$ cat src/rtl/fetch_packer.sv
// fetch_packer: producer side of the instruction-queue fill interface.
// Takes one fetched line of TABLESIZE words, tags each word with its PC and
// emits it as aligned {PC, instr} tables cut to the room the queue reports.
// A redirect (i_flush) replaces everything with a flush token (cut 0xFF).
// Optional: define FETCH_PACKER_NOPPAD_EN to pad unused entries with a nop
// (64'h13) instead of zero; the flush token table stays all-zero.
module fetch_packer #(
    parameter int TABLESIZE = 10,
    parameter int ENTRYW    = 64
) (
    input  logic                          clk,
    input  logic                          rst,
    input  logic                          i_lineValid,
    output logic                          o_lineReady,
    input  logic [32*TABLESIZE-1:0]       i_lineData,
    input  logic [31:0]                   i_linePC,
    input  logic [3:0]                    i_startOffset,
    input  logic                          i_flush,
    input  logic [7:0]                    i_room,
    output logic                          o_tableValid,
    input  logic                          i_tableReady,
    output logic [ENTRYW*TABLESIZE-1:0]   o_alignedInstructionTable,
    output logic [7:0]                    o_cutPostion_8
);

`ifdef FETCH_PACKER_NOPPAD_EN
    localparam logic [ENTRYW-1:0] PAD = ENTRYW'(64'h0000_0000_0000_0013);
`else
    localparam logic [ENTRYW-1:0] PAD = '0;
`endif
    localparam logic [7:0] TS = 8'(TABLESIZE);

    typedef enum logic [1:0] {IDLE, EMIT, FLUSH} state_t;

    state_t                        state, state_nxt;
    logic [32*TABLESIZE-1:0]       line_data;
    logic [31:0]                   line_pc;
    logic [7:0]                    cursor;
    logic [7:0]                    cursor_after;
    logic [7:0]                    room_c;
    logic [7:0]                    remain;
    logic [7:0]                    n_load;
    logic                          hs;
    logic                          load;
    logic [ENTRYW*TABLESIZE-1:0]   chunk;

    assign hs     = o_tableValid & i_tableReady;
    assign room_c = (i_room > TS) ? TS : i_room;

    // Chunk bookkeeping: cursor advances past the chunk consumed this edge,
    // and the next chunk is sized from that advanced cursor.
    always_comb begin
        cursor_after = cursor;
        if (state == EMIT && hs)
            cursor_after = cursor + o_cutPostion_8 + 8'd1;
        remain = TS - cursor_after;
        n_load = (remain < room_c) ? remain : room_c;
        load   = (state == EMIT) && (!o_tableValid || hs) &&
                 (cursor_after < TS) && (room_c != 8'd0);
    end

    // Build the candidate aligned table from the latched line.
    always_comb begin
        logic [31:0] idx;
        chunk = '0;
        idx   = '0;
        for (int unsigned j = 0; j < TABLESIZE; j++) begin
            idx = 32'(cursor_after) + j;
            if (j < 32'(n_load))
                chunk[ENTRYW*j +: ENTRYW] = ENTRYW'({line_pc + (idx << 2), line_data[idx*32 +: 32]});
            else
                chunk[ENTRYW*j +: ENTRYW] = PAD;
        end
    end

    // State register.
    always_ff @(posedge clk or negedge rst) begin
        if (!rst) state <= IDLE;
        else      state <= state_nxt;
    end

    // Next-state logic; flush outranks everything except a pending token.
    always_comb begin
        state_nxt = state;
        unique case (state)
            IDLE:  if (i_flush) state_nxt = FLUSH;
                   else if (i_lineValid) state_nxt = EMIT;
            EMIT:  if (i_flush) state_nxt = FLUSH;
                   else if (cursor_after >= TS) state_nxt = IDLE;
            FLUSH: if (hs) state_nxt = IDLE;
            default: state_nxt = IDLE;
        endcase
    end

    // Output logic: line handshake readiness.
    always_comb begin
        o_lineReady = (state == IDLE) && !i_flush;
    end

    // Datapath: line latch, cursor and the registered table/cut/valid.
    always_ff @(posedge clk or negedge rst) begin
        if (!rst) begin
            line_data                 <= '0;
            line_pc                   <= '0;
            cursor                    <= '0;
            o_tableValid              <= 1'b0;
            o_alignedInstructionTable <= '0;
            o_cutPostion_8            <= 8'hFF;
        end else begin
            unique case (state)
                IDLE: begin
                    if (i_flush) begin
                        o_alignedInstructionTable <= '0;
                        o_cutPostion_8            <= 8'hFF;
                        o_tableValid              <= 1'b1;
                    end else if (i_lineValid) begin
                        line_data <= i_lineData;
                        line_pc   <= i_linePC;
                        cursor    <= {4'b0, i_startOffset};
                    end
                end
                EMIT: begin
                    if (i_flush) begin
                        o_alignedInstructionTable <= '0;
                        o_cutPostion_8            <= 8'hFF;
                        o_tableValid              <= 1'b1;
                    end else begin
                        cursor <= cursor_after;
                        if (load) begin
                            o_alignedInstructionTable <= chunk;
                            o_cutPostion_8            <= n_load - 8'd1;
                            o_tableValid              <= 1'b1;
                        end else if (hs) begin
                            o_tableValid <= 1'b0;
                        end
                    end
                end
                FLUSH: begin
                    // Re-asserted flush keeps the single pending token.
                    if (hs) o_tableValid <= 1'b0;
                end
                default: o_tableValid <= 1'b0;
            endcase
        end
    end

endmodule

$ cat config.mk
export PLATFORM = sky130hd
export DESIGN_NAME = fetch_packer
export DESIGN_NICKNAME = d
export VERILOG_FILES = /design/src/rtl/fetch_packer.sv
export SDC_FILE = /design/constraint.sdc
export NUM_CORES = 2
export LEC_CHECK = 0
export CAP_MARGIN = 10
export CORE_AREA = 2 2 400 402
export DETAILED_ROUTE_END_ITERATION = 8
export DIE_AREA = 0 0 402 404
export PLACE_DENSITY = 0.55
export SLEW_MARGIN = 5
export SYNTH_ARGS = -nofsm -noshare
export SYNTH_HDL_FRONTEND = slang
export SYNTH_SLANG_ARGS = --single-unit
$ cat constraint.sdc
create_clock -name clk -period 12.4 [get_ports clk]
set_input_delay 1.86 -clock clk [delete_from_list [all_inputs] [get_ports clk]]
set_output_delay 1.86 -clock clk [all_outputs]
set_load 0.01 [all_outputs]
======== Yosys cells after proc, flatten, opt, wreduce, memory -nomap -nowiden ========
Cells that the tools add are included.
operators by class
  $add $sub $neg .......................... 23
  multiply operators ...................... 0
  div/mod/pow operators ................... 0
  magnitude comparators ................... 14
  equality and inequality tests ........... 10
  shift-type cells ........................ 10
  muxes and demuxes ....................... 36
  bitwise logic cells ..................... 2
  reduce and logical (&&, ||, !) cells .... 15
operator list
  cell                 count
  $shiftx 320x15->32   9
  $mux 640             3
  $pmux 640 s2         1
  $mux 64              10
  $shiftx 320x14->32   1
  $add 32x11->32       9
  $mux 8               9
  $add 8x3->9 const B  4
  $add 32x10->32       1
  $lt 3x8->1 const A   4
  $pmux 8 s2           2
  $add 8x2->9 const B  2
  $add 8x4->9 const B  2
  $lt 1x8->1 const A   2
  $lt 2x8->1 const A   2
  $lt 4x8->1 const A   2
  $mux 2               5
  $ne 2x2->1 const B   5
  $add 8x1->9 const B  1
  $reduce_and 3->1     3
  $add 8x1->8 const B  1
  $add 8x8->8          1
  $ge 8x4->1 const B   1
  $gt 8x4->1 const B   1
  other kinds (20)     29
storage, ports and cells
  flip-flop bits (word level) ............. 1011
  bits in latches ......................... 0
  bits in writable memories ............... 0
  bits in read-only memories .............. 0
  bits of input ports ..................... 369
  memories ................................ 0

======== Logic depth before layout (Yosys ltp) ========
  depth in word-level cells ............... 11
  mapped depth ............................ 31

======== Least setup slack after synthesis ========
Ideal clock, no wire load.
  path type ............................... in2reg
  from .................................... in i_tableReady
  to ...................................... reg o_alignedInstructionTable[441]
  setup time .............................. 0.068 ns
  arrival ................................. 7.645 ns
  data required time ...................... 12.332 ns
  path slack .............................. 4.687 ns
  cell stages on the path ................. 28
  path through ............................ nand4b_4 buf_6 mux2i_1 clkbuf_1 clkbuf_1 clkbuf_1 buf_1 buf_1 ha_1 nand2b_1 nand3b_1 a31o_2 or2_2 inv_1 ha_1 o211a_1 a221oi_1 o211a_1 buf_6 buf_2 nand2_1 o21ai_0 ha_1 nand3_1 mux2i_1 a21o_1 clkbuf_1 a32o_1
between the ends
  longest elaborated chain between the ends .. 11
  elaborated cells on any way between the ends .. 20
  classes of those cells .................. add/sub (3); order compare (3); eq/ne (1); mux (6); bitwise (1); reduce/logical (6)
ends and longest elaborated chain
  element               line  source
  start, declared       21    input logic i_tableReady,
  $and 1x1->1 (*)       47    assign hs = o_tableValid & i_tableReady;
  $logic_and 1x1->1     54    if (state == EMIT && hs)
  $mux 8                54
  $sub 4x8->8           56    remain = TS - cursor_after;
  $lt 8x8->1            57    n_load = (remain < room_c) ? remain : room_c;
  $mux 8                57
  $lt 3x8->1            69    if (j < 32'(n_load))
  $mux 64               69
  $mux 640              129   if (load) begin
  $mux 640              123   if (i_flush) begin
  $pmux 640 s2          110   unique case (state)
  end signal, assigned  130   o_alignedInstructionTable <= chunk;
  end, declared         22    output logic [ENTRYW*TABLESIZE-1:0] o_alignedInstructionTable,
Every way passes the cells marked *; elsewhere a longest branch is shown, timed or not. The select of a mux whose other input is x is not followed.
A chain may end at the register's enable or synchronous reset.

======== Worst setup path in the final report ========
  from .................................... in i_tableReady
  to ...................................... reg o_alignedInstructionTable[79]
between the ends
  longest elaborated chain between the ends .. 11
  elaborated cells on any way between the ends .. 20
  classes of those cells .................. add/sub (2); order compare (3); eq/ne (1); shift (1); mux (6); bitwise (1); reduce/logical (6)
ends and longest elaborated chain
  element            line
  $and 1x1->1 (*)    47
  $logic_and 1x1->1  54
  $mux 8             54
  $sub 4x8->8        56
  $lt 8x8->1         57
  $mux 8             57
  $lt 1x8->1         69
  $mux 64            69
  $mux 640           129
  $mux 640           123
  $pmux 640 s2       110
Marks and branches as above.

==> run_results.csv <==
group,metric,value,unit
critical_path,worst_path_max_delay_cell,"a32oi_4",
critical_path,crit_required,12990,ps
placed_design,dp_cells,8670,
synth,synth_edf_count,0,
clocking,cts_buffers,116,
synth,ys_ff_latch,1011,
critical_path,cp_num_buf_inv,4,
timing,fmaxAchievable,119.7,MHz
global_route,grt_pass1_wl,410.4,mm
synth,syn_area_per_cell,9.286,um^2
placed_design,dp_hpwl,227.8,mm
critical_path,critPathArrivalTime,8940,ps
synth,seq_area_frac_synth,45.80,%
detailed_routing,dr.pass1.iters,6,
cells_and_area,layoutNonFillerInstCount,8886,
clocking,htree_levels,3,
cells_and_area,areaGrowthSynthToFinish,29.36,%
run,cap_viol_max_count,0,
global_route,overflow,0,
clocking,hold_buffers,0,
timing,tightest_slew,1249,ps
timing,slew_headroom,16.76,%
clocking,clock_latency,770,ps
placed_design,place.gp.congestion,0.9761,
timing,setup_slack,4047,ps
synth,yosysTopAreaCellShare,45.42,%
synth,synth-main-ff-cell,"dfrtp_1",
detailed_routing,drc,0,
floorplanning,initial_core_util,35.01,%
detailed_routing,drt_iter0_drc,6245,
detailed_routing,wl_per_cell,33.68,um
floorplanning,dieArea,0.1624,mm^2
pwr,leakage,29.92,nW
timing,holdWs,476.2,ps
global_route,antenna_found_initial,22,
floorplanning,die_w,402,um
timing,rsz0062_at_grt,"no",
global_route,grt_max_degree,185,
clocking,post_cts_buffers,0,
clocking,post_cts_resized,0,
detailed_routing,vias,52600,
pwr,power.density,258.2,mW/mm^2
floorplanning,rows,146,
critical_path,critical_path.max_fanout,46,
synth,synthCells,5951,
placed_design,dp_slack,3244,ps
synth,synth_cell_types,86,
detailed_routing,ant_nets,0,
global_route,grt_pass1_vias,49400,
clocking,cts_sinks,1011,
detailed_routing,drt_wl_total,299.3,mm
critical_path,crit_chain,"clkdlybuf4s50_1 -> nand4b_4 -> mux2_8 -> inv_8 -> ha_1 -> nand2b_1 -> nand3b_1 -> a31o_2 -> or2_2 -> inv_1 -> ha_1 -> o211a_1 -> a221oi_1 -> o211a_1 -> nand4_1 -> a32oi_4 -> buf_4 -> o31ai_1",
clocking,root_buffer,"clkbuf_16",
timing,setup_viol,0,
clocking,cts.clk_slew.worst_paths,60,ps
floorplanning,core,0.1578,mm^2
cells_and_area,nets,7192,
floorplanning,fp.dieH,404,um
run_status,status,"finished, final reports clean",
clocking,clock_path_buffers,3,
cells_and_area,fill_cells,15390,
timing,fin_skew,60.13,ps
timing,tns,0,ps
floorplanning,ios,1019,
cells_and_area,layout-drive-gt1-share,11.15,%
global_route,grt_use_total,35.79,%
timing,min_period,8353,ps
placed_design,port_buffers,1018,
pwr,ir_drop,0.1458,mV
synth,yosysWarnings,0,
timing,fin_crit_sh,67.36,%
critical_path,critical_path_class,"input pin to flop",
pwr,p_total,0.01846,W
synth,yosys.area.top_type,"dfrtp_1",
timing,slew_viol_final,0,
critical_path,startpoint_type,"input pin",
detailed_routing,vias_per_cell,5.919,
worst_hold_path,min_path_type,"flop to flop",
synth,syn-cell-area,0.05526,mm^2
synth,ys_top_cells_by_area,"dfrtp_1 (45%), nand2_1 (9.3%), mux2_2 (7.2%)",
critical_path,worst_setup_path_end_kind,"flop",
critical_path,slowest_delay,870,ps
clocking,tritoncts,"done",
critical_path,path_delay_family,"compound AO/OA/AOI/OAI gates",
timing,hold_violations,0,
synth,async_flop_share,100.0,%
## worst min-delay path, cell delays in order, from the launching register on
cell and delay (ps):
dfrtp_1 340, nand2_1 50, o31ai_1 50
## flip-flops by register name, summed over array words and instances, names as in the netlist
signal / count
cursor: 8
line_data: 320
line_pc: 32
o_alignedInstructionTable: 640
o_cutPostion_8: 8
o_tableValid: 1
state: 2
## Yosys cell counts (97+ instances only)
cell type	instances
xnor2_1	171
xor2_1	142
ha_1	102
a22o_1	97
a21oi_1	294
and3_1	100
nor2_1	285
dfrtp_1	1003
nand2_1	1362
o31ai_1	156
nand3_1	188
o21ai_0	341
a32o_1	145
mux2_2	354
clkbuf_1	379
## placed cells by master (no fill, tap or decap), types with 103 or more instances in the layout
cell type / count
nand2_1: 1359
clkdlybuf4s50_1: 1017
dfrtp_1: 1003
mux2_2: 352
o21ai_0: 339
a21oi_1: 291
nor2_1: 280
nand3_1: 186
xnor2_1: 171
o31ai_1: 154
a32o_1: 145
xor2_1: 142
clkbuf_16: 118
buf_4: 103
## power by group
group,switching [W],total [W],internal (W)
logic,0.00660,0.00968,0.00308
registers,0.00117,0.00509,0.00392
clock network,0.00153,0.00369,0.00216
total,0.00930,0.0185,0.00916
## routing by layer
metal | global-route usage (%) | up-vias | share of wire [%]
li1 | - | 22590 | -
met1 | 46.36 | 26360 | 40
met2 | 54.42 | 3064 | 44
met3 | 7.580 | 569 | 8.7
met4 | 22.77 | 18 | 7.9
met5 | 0 | - | 0.036
## logic make-up (layout without fill, tap and decap cells)
family | Yosys count | in the layout | share of synthesized area [%]
AO/OA/AOI/OAI | 1405 | 1405 | 17.26
AND/OR/NAND/NOR | 2115 | 2115 | 16.00
flip-flops | 1011 | 1011 | 45.80
other | 1 | 6 | 0.006786
XOR/XNOR | 314 | 314 | 4.990
buffers and inverters | 542 | 1400 | 3.815
adder cells (fa/ha/maj) | 107 | 107 | 2.491
multiplexers | 456 | 456 | 9.637
## per-stage QoR
stage	util, %	instance area, um^2
2_1_floorplan	-	55260
3_3_place_gp	42.73	67440
3_5_place_dp	42.73	67450
4_1_cts	45.29	71480
5_1_grt	45.29	71480
6_report	45.29	71490
## area by class of cell
| class | instances | area, um^2 | share of cell area [%] |
|---|---|---|---|
| multi-input cells | 4399 | 28100 | 39.31 |
| flip-flops and latches | 1011 | 25310 | 35.40 |
| repair buffers | 1134 | 11220 | 15.69 |
| clock buffers | 172 | 3426 | 4.792 |
| well taps | 2072 | 2592 | 3.627 |
| clock inverters | 40 | 603.1 | 0.8436 |
| inverters | 54 | 224.0 | 0.3133 |
| diodes | 4 | 10.01 | 0.01400 |
## final timing paths
| kind | from | end | slack (ps) | cells past startpoint |
|---|---|---|---|---|
| worst max-delay path | i_tableReady | o_alignedInstructionTable[79] | 4050 | 18 |
| worst min-delay path | o_alignedInstructionTable[142] | o_alignedInstructionTable[142] | 480 | 2 |
| worst max register to register | o_cutPostion_8[0] | o_alignedInstructionTable[79] | 4790 | 22 |
| worst min register to register | o_alignedInstructionTable[142] | o_alignedInstructionTable[142] | 480 | 2 |
| max in group asynchronous | rst | o_alignedInstructionTable[280] | 8880 | 3 |
| min in group asynchronous | rst | o_alignedInstructionTable[309] | 1170 | 1 |
No activity file was read; power rests on OpenSTA's default activity.
